[src/rtl/result_drain_if.sv]
`default_nettype none
// +----------------------------------------------------------------------------+
// | result_drain_if : array-result capture and element stream bundle           |
// | Rev 1.0                                                                    |
// +----------------------------------------------------------------------------+
interface result_drain_if #(
    parameter int DATA_WIDTH   = 8,
    parameter int N            = 4,
    parameter int C_DATA_WIDTH = (2*DATA_WIDTH)+$clog2(N),
    parameter int OUT_WIDTH    = C_DATA_WIDTH,
    parameter int IDX_WIDTH    = $clog2(N*N)
);
    logic                                mm_valid_i;
    logic [N*N-1:0][C_DATA_WIDTH-1:0]    mm_c_i;
    logic                                mm_clear_o;
    logic                                out_valid_o;
    logic                                out_ready_i;
    logic [OUT_WIDTH-1:0]                out_data_o;
    logic [IDX_WIDTH-1:0]                out_index_o;
    logic                                out_last_o;
    logic                                out_sat_o;
    logic                                busy_o;

    // master is the drain block itself
    modport master (
        input  mm_valid_i, mm_c_i, out_ready_i,
        output mm_clear_o, out_valid_o, out_data_o, out_index_o,
               out_last_o, out_sat_o, busy_o
    );

    modport slave (
        output mm_valid_i, mm_c_i, out_ready_i,
        input  mm_clear_o, out_valid_o, out_data_o, out_index_o,
               out_last_o, out_sat_o, busy_o
    );
endinterface
`default_nettype wire

[src/rtl/result_drain.sv]
`default_nettype none
// +----------------------------------------------------------------------------+
// | result_drain : snapshots the NxN array results, clears the array and       |
// | streams elements row-major. Optional clamp via RESULT_DRAIN_SAT_EN.        |
// | Rev 1.0                                                                    |
// +----------------------------------------------------------------------------+
module result_drain #(
    parameter int DATA_WIDTH   = 8,
    parameter int N            = 4,
    parameter int C_DATA_WIDTH = (2*DATA_WIDTH)+$clog2(N),
    parameter int OUT_WIDTH    = C_DATA_WIDTH,
    parameter int IDX_WIDTH    = $clog2(N*N)
) (
    input  wire logic      clk,
    input  wire logic      reset_i,
    result_drain_if.master bus
);

    localparam logic [0:0]           C_ST_IDLE   = 1'b0;
    localparam logic [0:0]           C_ST_STREAM = 1'b1;
    localparam logic [IDX_WIDTH-1:0] C_LAST_IDX  = IDX_WIDTH'(N*N-1);

    logic [0:0]                       state_q, state_d;
    logic [IDX_WIDTH-1:0]             idx_q, idx_d;
    logic [N*N-1:0][C_DATA_WIDTH-1:0] buf_q, buf_d;
    logic                             mm_clear_q, mm_clear_d;

    logic                             w_streaming;
    logic                             w_capture;
    logic                             w_handshake;
    logic                             w_at_last;
    logic [C_DATA_WIDTH-1:0]          w_elem;
    logic [OUT_WIDTH-1:0]             w_conv;
    logic                             w_over;

    assign w_streaming = (state_q == C_ST_STREAM);
    assign w_capture   = (state_q == C_ST_IDLE) && bus.mm_valid_i;
    assign w_handshake = w_streaming && bus.out_ready_i;
    assign w_at_last   = (idx_q == C_LAST_IDX);
    assign w_elem      = buf_q[idx_q];

`ifdef RESULT_DRAIN_SAT_EN
    if (OUT_WIDTH < C_DATA_WIDTH) begin : g_sat
        localparam logic [C_DATA_WIDTH-1:0] C_MAX = C_DATA_WIDTH'({OUT_WIDTH{1'b1}});
        assign w_over = (w_elem > C_MAX);
        assign w_conv = w_over ? {OUT_WIDTH{1'b1}} : OUT_WIDTH'(w_elem);
    end else begin : g_wide
        assign w_over = 1'b0;
        assign w_conv = OUT_WIDTH'(w_elem);
    end
`else
    // size cast truncates when narrower and zero-extends when wider
    assign w_over = 1'b0;
    assign w_conv = OUT_WIDTH'(w_elem);
`endif

    always_ff @(posedge clk) begin
        if (reset_i) begin
            state_q <= C_ST_IDLE;
        end else begin
            state_q <= state_d;
        end
    end

    always_comb begin
        state_d = state_q;
        case (state_q)
            C_ST_IDLE:   if (bus.mm_valid_i)            state_d = C_ST_STREAM;
            C_ST_STREAM: if (bus.out_ready_i && w_at_last) state_d = C_ST_IDLE;
            default:                                    state_d = C_ST_IDLE;
        endcase
    end

    always_ff @(posedge clk) begin
        if (reset_i) begin
            idx_q      <= '0;
            buf_q      <= '0;
            mm_clear_q <= 1'b0;
        end else begin
            idx_q      <= idx_d;
            buf_q      <= buf_d;
            mm_clear_q <= mm_clear_d;
        end
    end

    // buffer only loads in IDLE, so a held completion flag cannot disturb a stream
    always_comb begin
        idx_d      = idx_q;
        buf_d      = buf_q;
        mm_clear_d = 1'b0;
        if (w_capture) begin
            buf_d      = bus.mm_c_i;
            idx_d      = '0;
            mm_clear_d = 1'b1;
        end else if (w_handshake) begin
            idx_d = w_at_last ? '0 : idx_q + IDX_WIDTH'(1);
        end
    end

    always_comb begin
        bus.mm_clear_o  = mm_clear_q;
        bus.out_valid_o = w_streaming;
        bus.busy_o      = w_streaming;
        bus.out_index_o = w_streaming ? idx_q : '0;
        bus.out_last_o  = w_streaming && w_at_last;
        bus.out_data_o  = w_streaming ? w_conv : '0;
        bus.out_sat_o   = w_streaming && w_over;
    end

endmodule
`default_nettype wire
[src/flat_wrapper.sv]
// flat-port wrapper written by rule: the top's interface ports become plain ports
module result_drain_flat 
#(
    parameter int DATA_WIDTH   = 8,
    parameter int N            = 4,
    parameter int C_DATA_WIDTH = (2*DATA_WIDTH)+$clog2(N),
    parameter int OUT_WIDTH    = C_DATA_WIDTH,
    parameter int IDX_WIDTH    = $clog2(N*N)
)
  (clk, reset_i, bus_mm_valid_i, bus_mm_c_i, bus_out_ready_i, bus_mm_clear_o, bus_out_valid_o, bus_out_data_o, bus_out_index_o, bus_out_last_o, bus_out_sat_o, bus_busy_o);
  result_drain_if #(.DATA_WIDTH(DATA_WIDTH), .N(N), .C_DATA_WIDTH(C_DATA_WIDTH), .OUT_WIDTH(OUT_WIDTH), .IDX_WIDTH(IDX_WIDTH)) bus_i ();
  input  wire logic clk;
  input  wire logic reset_i;
  input wire logic [$bits(bus_i.mm_valid_i)-1:0] bus_mm_valid_i;
  input wire logic [$bits(bus_i.mm_c_i)-1:0] bus_mm_c_i;
  input wire logic [$bits(bus_i.out_ready_i)-1:0] bus_out_ready_i;
  output wire logic [$bits(bus_i.mm_clear_o)-1:0] bus_mm_clear_o;
  output wire logic [$bits(bus_i.out_valid_o)-1:0] bus_out_valid_o;
  output wire logic [$bits(bus_i.out_data_o)-1:0] bus_out_data_o;
  output wire logic [$bits(bus_i.out_index_o)-1:0] bus_out_index_o;
  output wire logic [$bits(bus_i.out_last_o)-1:0] bus_out_last_o;
  output wire logic [$bits(bus_i.out_sat_o)-1:0] bus_out_sat_o;
  output wire logic [$bits(bus_i.busy_o)-1:0] bus_busy_o;
  assign bus_i.mm_valid_i = bus_mm_valid_i;
  assign bus_i.mm_c_i = bus_mm_c_i;
  assign bus_i.out_ready_i = bus_out_ready_i;
  assign bus_mm_clear_o = bus_i.mm_clear_o;
  assign bus_out_valid_o = bus_i.out_valid_o;
  assign bus_out_data_o = bus_i.out_data_o;
  assign bus_out_index_o = bus_i.out_index_o;
  assign bus_out_last_o = bus_i.out_last_o;
  assign bus_out_sat_o = bus_i.out_sat_o;
  assign bus_busy_o = bus_i.busy_o;
  result_drain #(.DATA_WIDTH(DATA_WIDTH), .N(N), .C_DATA_WIDTH(C_DATA_WIDTH), .OUT_WIDTH(OUT_WIDTH), .IDX_WIDTH(IDX_WIDTH)) u_core (.clk(clk), .reset_i(reset_i), .bus(bus_i));
endmodule
[config.mk]
export PLATFORM = sky130hd
export DESIGN_NAME = result_drain_flat
export DESIGN_NICKNAME = d
export VERILOG_FILES = /design/src/rtl/result_drain_if.sv /design/src/rtl/result_drain.sv /design/src/flat_wrapper.sv
export SDC_FILE = /design/constraint.sdc
export NUM_CORES = 1
export LEC_CHECK = 0
export ABC_AREA = 1
export BUFFER_PORTS_ARGS = -buffer_cell sky130_fd_sc_hd__buf_2
export CAP_MARGIN = 20
export CELL_PAD_IN_SITES_DETAIL_PLACEMENT = 1
export CELL_PAD_IN_SITES_GLOBAL_PLACEMENT = 1
export CORE_AREA = 2 2 183 185
export DETAILED_ROUTE_END_ITERATION = 6
export DIE_AREA = 0 0 185 187
export GPL_ROUTABILITY_DRIVEN = 0
export PLACE_DENSITY = 0.87
export SLEW_MARGIN = 40
export SYNTH_ARGS = -nofsm -noshare
export SYNTH_HDL_FRONTEND = slang
export SYNTH_SLANG_ARGS = --single-unit
export TNS_END_PERCENT = 20
[constraint.sdc]
create_clock -name clk -period 2.6 [get_ports clk]
set_input_delay 0.26 -clock clk [delete_from_list [all_inputs] [get_ports clk]]
set_output_delay 0.26 -clock clk [all_outputs]
set_load 0.01 [all_outputs]
-- Word-level counts from Yosys, hierarchy flattened
Index checks and enable logic that the tools add are counted.
W data, S select, Z words.
- $add $sub $neg: 1
- order comparisons: 1
- eq/ne operators: 1
- muxes and demuxes: 9
- bitwise operators: 1
- reductions and logical operators: 5
- operators with widths (kind ; number):
    $bmux W18 S4 ; 1
    $mux W18 ; 2
    $mux W4 ; 2
    $lt A4 B5 Y1 const B ; 1
    $add A4 B1 Y4 const B ; 1
    $eq A4 B4 Y1 const B ; 1
    $logic_and A1 B1 Y1 ; 4
    $mux W1 ; 3
    $pmux W1 S2 ; 1
    $reduce_or A2 Y1 ; 1
    $not A1 Y1 ; 1
- register bits after elaboration: 294
- input bits: 292
- output and inout port bits: 27
- word-level logic and storage cells: 37

-- Depth between registers and ports, before layout
Gate-level depths: netlist of the first run.
- word-level depth: 4
- mapped depth: 9
- mapped depth without buffers: 8

-- Least setup slack after synthesis of the first run
OpenSTA, ideal clock, no wires.
- path type: register to output
- start point: reg u_core.idx_q[0]
- end point: out bus_out_data_o[10]
- arrival: 1244 ps
- data required time: 2340 ps
- slack: 1096 ps
- stages on the path, launching flop included: 9
- buffers on the path: 2
- cells stage by stage: dfxtp_1 -> inv_2 -> buf_2 -> buf_2 -> nand2_1 -> nand3_1 -> nand3_1 -> nand3_1 -> a21oi_1
- word-level cells in the longest chain between the ends: 3
- ends and longest elaborated chain (element ; line ; text):
    start, declared ; result_drain.sv:24 ; logic [IDX_WIDTH-1:0] idx_q, idx_d;
    start signal, assigned ; result_drain.sv:80 ; idx_q <= idx_d;
    $bmux W18 S4 ; result_drain.sv:40 ; assign w_elem = buf_q[idx_q];
    $mux W18 (not written as such) ; result_drain.sv:40 ;
    $mux W18 ; result_drain.sv:106 ; bus.out_data_o = w_streaming ? w_conv : '0;
    end, declared ; flat_wrapper.sv:19 ; output wire logic [$bits(bus_i.out_data_o)-1:0] bus_out_data_o;
Every way passes these cells. The select of a mux whose other input is x is not followed.

-- Worst setup path in the final report of the first run
- start point: reg u_core.idx_q[2]
- end point: out bus_out_last_o
- word-level cells in the longest chain between the ends: 2
- ends and longest elaborated chain (element ; line ; text):
    $eq A4 B4 Y1 ; result_drain.sv:39 ; assign w_at_last = (idx_q == C_LAST_IDX);
    $logic_and A1 B1 Y1 ; result_drain.sv:105 ; bus.out_last_o = w_streaming && w_at_last;
    end, declared ; flat_wrapper.sv:21 ; output wire logic [$bits(bus_i.out_last_o)-1:0] bus_out_last_o;
Every way passes these cells.

==> results of run 1 <==
cells in the mapped netlist (2+ instances only):
cell type  count
a21oi_1       21
buf_1          4
buf_2         74
buf_4          5
clkbuf_1      35
clkinv_1       2
dfxtp_1      294
inv_1        314
inv_2          5
nand2_1      676
nand3_1      198
nor2_1         3
nor2_4         2
o21ai_0      210
o21ai_1       79
power by group:
part / switching, mW / internal, mW / total, mW
logic: 1.05 / 0.757 / 1.81
clock network: 2.01 / 2.76 / 4.77
registers: 0.116 / 4.78 / 4.90
total: 3.18 / 8.30 / 11.5
flip-flops by register name, summed over array words and instances, names as in the netlist:
register and cells:
u_core.buf_q 288, u_core.bus.mm_clear_o 1, u_core.bus.busy_o 1, u_core.idx_q 4
critical path: cells and delay by family, from the launching register on:
kind                   cells  cell delay [ns]
buffers and inverters      3             0.90
flip-flops                 1             0.42
AND/OR/NAND/NOR            1             0.42
metrics by stage:
step	setup TNS [ns]	power, mW	utilization, %
floorplan	0	5.68	-
global placement	0	6.19	45.0
detailed placement	0	6.25	45.0
CTS	0	11.2	57.0
global route	-0.0246	11.8	57.2
finish	0	11.5	57.2
layer usage:
layer | up-vias | wire (um) | track usage (%) | share of wire [%]
li1 | 7045 | - | - | -
met1 | 7533 | 23400 | 39.4 | 35
met2 | 798 | 32800 | 65.6 | 49
met3 | 378 | 4400 | 8.45 | 6.6
met4 | 10 | 6380 | 31.9 | 9.5
met5 | - | 66 | 0.714 | 0.098
worst paths after layout:
path              slack [ns]                end  cells after the start
setup / recovery        0.05     bus_out_last_o                      4
setup reg to reg        0.37   u_core.buf_q[64]                      6
hold / removal          0.02   u_core.buf_q[54]                      3
hold reg to reg         0.47  u_core.buf_q[168]                      2
repair_timing:
action                     4_1_cts  5_1_grt
hold endpoints to repair       288        0
resized for setup                0        6
setup endpoints to repair        0       10
hold buffers                   288        0
cells by family after synthesis:
| group | synth area share [%] |
|---|---|
| DFF | 45.9 |
| and+or+nand+nor | 27.9 |
| buffers and inverters | 13.8 |
| xor gates and xnor gates | 0.0683 |
| adders and majority gates | 0.0976 |
| AOI/OAI and AO/OA | 12.2 |
| other | 0.0292 |
layout make-up:
cell class                 instances  area [um2]
sequential                       294        5890
antenna                           25        62.6
fill                            4238       14000
timing repair buffer             632        4830
multi-input combinational       1197        5170
tap                              448         561
clock inverter                    16         189
clock buffer                      41         875
inverter                         322        1230
==> results.json, run 1 <==
{
  "status": "finished, final reports clean",
  "startpoint": "u_core.idx_q[2]",
  "die_h_um": 187,
  "nNetsFinal": 2771,
  "cts_setup_buffers": 0,
  "initial_core_util_pct": 39.0,
  "path_class": "register to output port",
  "synth_nets": 2224,
  "r2r_start": "u_core.bus.busy_o",
  "worst_setup_path_start_kind": "register",
  "cp.required_ns": 2.34,
  "cpPeakStageDelay_ns": 0.42,
  "cts_tree": "done",
  "die-area_um2": 34600,
  "crit_chain": "clkinv_1, buf_4, nor3_1, buf_2",
  "drive_above_1_share_pct": 16.3,
  "cp_max_fo": 13,
  "synth_warnings": 0,
  "ys_ff_latch": 294,
  "cts_sinks": 294,
  "grt_use_total_pct": 38.2,
  "worst_pin_slew_ns": 0.669,
  "grt_pass1_wl_mm": 100,
  "finalInstanceArea_um2": 18800,
  "cap_viol_max_count": 0,
  "drc_errors": 0,
  "grt_antenna_before_repair": 29,
  "synth_top_area_share_pct": 45.9,
  "cts.htree.levels": 1,
  "final_cells": 2975,
  "grt_overflow": 0,
  "drt_pass1_iterations": 5,
  "slew_headroom_pct": 54.9,
  "placed_area_um2": 14800,
  "wl_per_cell_um": 22.5,
  "finalHoldViolations": 0,
  "final_common_cell": "nand2_1",
  "clock.fmax_ghz": 0.392,
  "routed_via_density": 5.30,
  "final_cell_mix": "nand2_1, buf_2, inv_1, dfxtp_1, dlygate4sd3_1",
  "antenna_left": 0,
  "rows": 67,
  "ys_seq_area_share_pct": 45.9,
  "netlist_top_cells_area": "dfxtp_1, nand2_1, inv_1",
  "fin_crit_sh_pct": 98.2,
  "ys_types": 24,
  "clk_root_buffer_cell": "clkbuf_16",
  "clk_pin_slew_ns": 0.07,
  "crit_slowest_cell": "dfxtp_1",
  "synth_edf_count": 0,
  "pin_count": 319,
  "synth_top_area_cell": "dfxtp_1",
  "cts_made_buffers": 31,
  "power_leakage_nw": 8.60,
  "grt_pass1_vias": 17400,
  "pre_cts_slack_ns": 0.622,
  "slew_viol_final": 0,
  "initialDrtViolationCount": 1110,
  "dp.cells": 2605,
  "cts.path.max_buffers": 3,
  "routed_wl_mm": 67.1,
  "synth_area_per_cell_um2": 6.64,
  "core_area_um2": 32900,
  "period_minus_slack_ns": 2.55,
  "fin_skew_ns": 0.0241,
  "hpwl_mm": 33.8,
  "holdWs_ns": 0.0181,
  "rsz0062_at_grt": "yes",
  "synthArstFlopShare_pct": 0,
  "grt_max_degree": 102,
  "vias": 15800,
  "syn_inst": 1931,
  "cp.arrival_ns": 2.29,
  "setup_violations": 0,
  "area_delta_synth_final_pct": 46.7,
  "hp-start": "bus_mm_c_i[54]",
  "crit_path_end_kind": "output port",
  "p_per_area_nw_per_um2": 610,
  "numPortBuffers": 317,
  "hold_path_class": "input pin to register",
  "die_x_um": 185,
  "ys_dominant_reg_cell": "dfxtp_1",
  "insertion_delay_ns": 0.57,
  "worst_slack_ns": 0.0468,
  "ir_drop_mv": 0.541,
  "syn_area_um2": 12800
}
Note: power is estimated with default switching activity, not from simulation.
==> run 2: changes to the inputs <==
==> constraint.sdc (replaced) <==
create_clock -name clk -period 3.2 [get_ports clk]
set_input_delay 0.32 -clock clk [delete_from_list [all_inputs] [get_ports clk]]
set_output_delay 0.32 -clock clk [all_outputs]
set_load 0.01 [all_outputs]
==> run 2 against run 1 <==
Effect of this change: clock power fell by 11%; largest cell class unchanged; critical path depth up 5; register-to-register slack improved by 0.70 ns; core utilization shrank 9.0 points; sequential share of layout area rose by 5.9 points; design area decreased by 16%; final cell count fell by 11%; sequential power is 19% lower; non-clock buffer count down 298.
==> results.json, run 2 (synthesized netlist as in run 1, its figures left out) <==
{
  "status": "finished, final reports clean",
  "largest_reg_flops": 288,
  "area_delta_synth_final_pct": 23.6,
  "cts_hold_buf": 0,
  "final_common_cell": "nand2_1",
  "die-area_um2": 34600,
  "clock.fmax_ghz": 0.332,
  "nNetsFinal": 2476,
  "final_cell_mix": "nand2_1, buf_2, inv_1, dfxtp_1, o21ai_0",
  "startpoint": "u_core.idx_q[1]",
  "routed_via_density": 4.95,
  "pre_cts_slack_ns": 0.730,
  "p_int_mw": 6.94,
  "crit_path_end_kind": "output port",
  "multiInputGateArea_um2": 5170,
  "wl_met2_mm": 22.3,
  "worst_setup_path_start_kind": "register",
  "slew_headroom_pct": 47.4,
  "dr_wl_met3_mm": 2.47,
  "grt_use_total_pct": 26.8,
  "top_layer": "met5",
  "dp.cells": 2595,
  "period_minus_slack_ns": 3.01,
  "pwr-share-clk_pct": 45.9,
  "finalInstanceArea_um2": 15800,
  "slew_viol_final": 0,
  "die_x_um": 185,
  "cts_tree": "done",
  "cts.path.max_buffers": 3,
  "cp.arrival_ns": 2.69,
  "core_area_um2": 32900,
  "hpwl_mm": 33.6,
  "fin_crit_sh_pct": 94.2,
  "regArea_um2": 5890,
  "die_h_um": 187,
  "power.total_mw": 9.23,
  "drc_errors": 0,
  "power_leakage_nw": 7.38,
  "cp.required_ns": 2.88,
  "swShare_pct": 24.8,
  "top_register": "u_core.buf_q",
  "grt_max_degree": 149,
  "worst_slack_ns": 0.186,
  "cap_viol_max_count": 0,
  "cts_setup_buffers": 0,
  "grt_antenna_before_repair": 1,
  "p_sw_mw": 2.29,
  "placed_area_um2": 14600,
  "top_regs": "u_core.buf_q: 288 flops, u_core.idx_q: 4 flops",
  "path_class": "register to output port",
  "r2r_start": "u_core.bus.busy_o",
  "seqPwrFrac_pct": 42.9,
  "fin_skew_ns": 0.0176,
  "pin_count": 319,
  "finalHoldViolations": 0,
  "initial_core_util_pct": 39.0,
  "initialDrtViolationCount": 727,
  "numPortBuffers": 317,
  "worst_pin_slew_ns": 0.790,
  "antenna_left": 0,
  "fill_cells": 4371,
  "p_per_area_nw_per_um2": 582,
  "rsz0062_at_grt": "no",
  "ir_drop_mv": 0.271,
  "hold_path_class": "input pin to register",
  "insertion_delay_ns": 0.51,
  "setup_tns_ns": 0,
  "wl_met1_mm": 20.3,
  "cts_sinks": 294,
  "setup_violations": 0,
  "cp_max_fo": 29,
  "cts.htree.levels": 2,
  "wl_per_cell_um": 17.6,
  "vias": 13100,
  "final_cells": 2653,
  "rows": 67,
  "diodes": 0,
  "clk_pin_slew_ns": 0.06,
  "grt_pass1_vias": 14000,
  "drive_above_1_share_pct": 18.0,
  "hp-start": "bus_mm_c_i[32]",
  "routed_wl_mm": 46.8,
  "grt_overflow": 0,
  "drt_pass1_iterations": 5,
  "pwr-share-comb_pct": 11.3,
  "grt_pass1_wl_mm": 72.9,
  "clk_root_buffer_cell": "clkbuf_16",
  "cts_made_buffers": 34,
  "cts.repair.resized": 0
}
run 2: cell count changes in the layout (fill, tap and decap cells not counted), moves of 2 or more:
cell           change
buf_12             -7
buf_4              -2
clkbuf_1           +2
bufinv_16          +2
diode_2           -25
clkinv_2           -7
clkbuf_16          +5
dlygate4sd3_1    -288
run 2: metal layers:
layer | vias up | GRT usage (%)
li1 | 6418 | -
met1 | 6209 | 33.8
met2 | 403 | 46.4
met3 | 97 | 3.97
met4 | 2 | 9.52
met5 | - | 0
run 2: power groups by stage:
stage	Combinational, mW	Sequential (mW)	Clock (mW)
global placement	0.993	4.02	0
CTS	1.05	3.96	4.28
global route	1.18	3.97	4.46
finish	1.04	3.96	4.23
detailed placement	1.03	4.03	0
floorplan	0.606	4.01	0
run 2: final timing paths:
check	end	cells past startpoint	slack [ns]
worst min register to register	u_core.buf_q[199]	2	0.46
worst min-delay path	u_core.buf_q[32]	3	0.02
worst max-delay path	bus_out_data_o[12]	9	0.19
worst max register to register	u_core.buf_q[178]	5	1.07
run 2: stage by stage:
step	utilization, %	hold slack, ns
after global placement	44.5	0.449
after global routing	48.2	0.00640
after floorplan	-	0.413
after CTS	48.2	0.00197
after detailed placement	44.5	0.456
final	48.2	0.0159
run 2: layout make-up:
cell class,count,area share [%]
Inverter,322,7.75
Tap cell,448,3.54
Clock inverter,9,1.25
Clock buffer,49,6.44
Sequential cell,294,37.2
Multi-Input combinational cell,1197,32.6
Timing Repair Buffer,334,11.2
run 2: worst max-delay path: stages, from the launching register on:
cell	delay, ns
dfxtp_4	0.44
inv_2	0.42
buf_12	0.26
nand3_1	0.12
nand2_1	0.16
nand2_1	0.08
nand2_1	0.14
inv_1	0.07
a21oi_1	0.25
buf_2	0.20
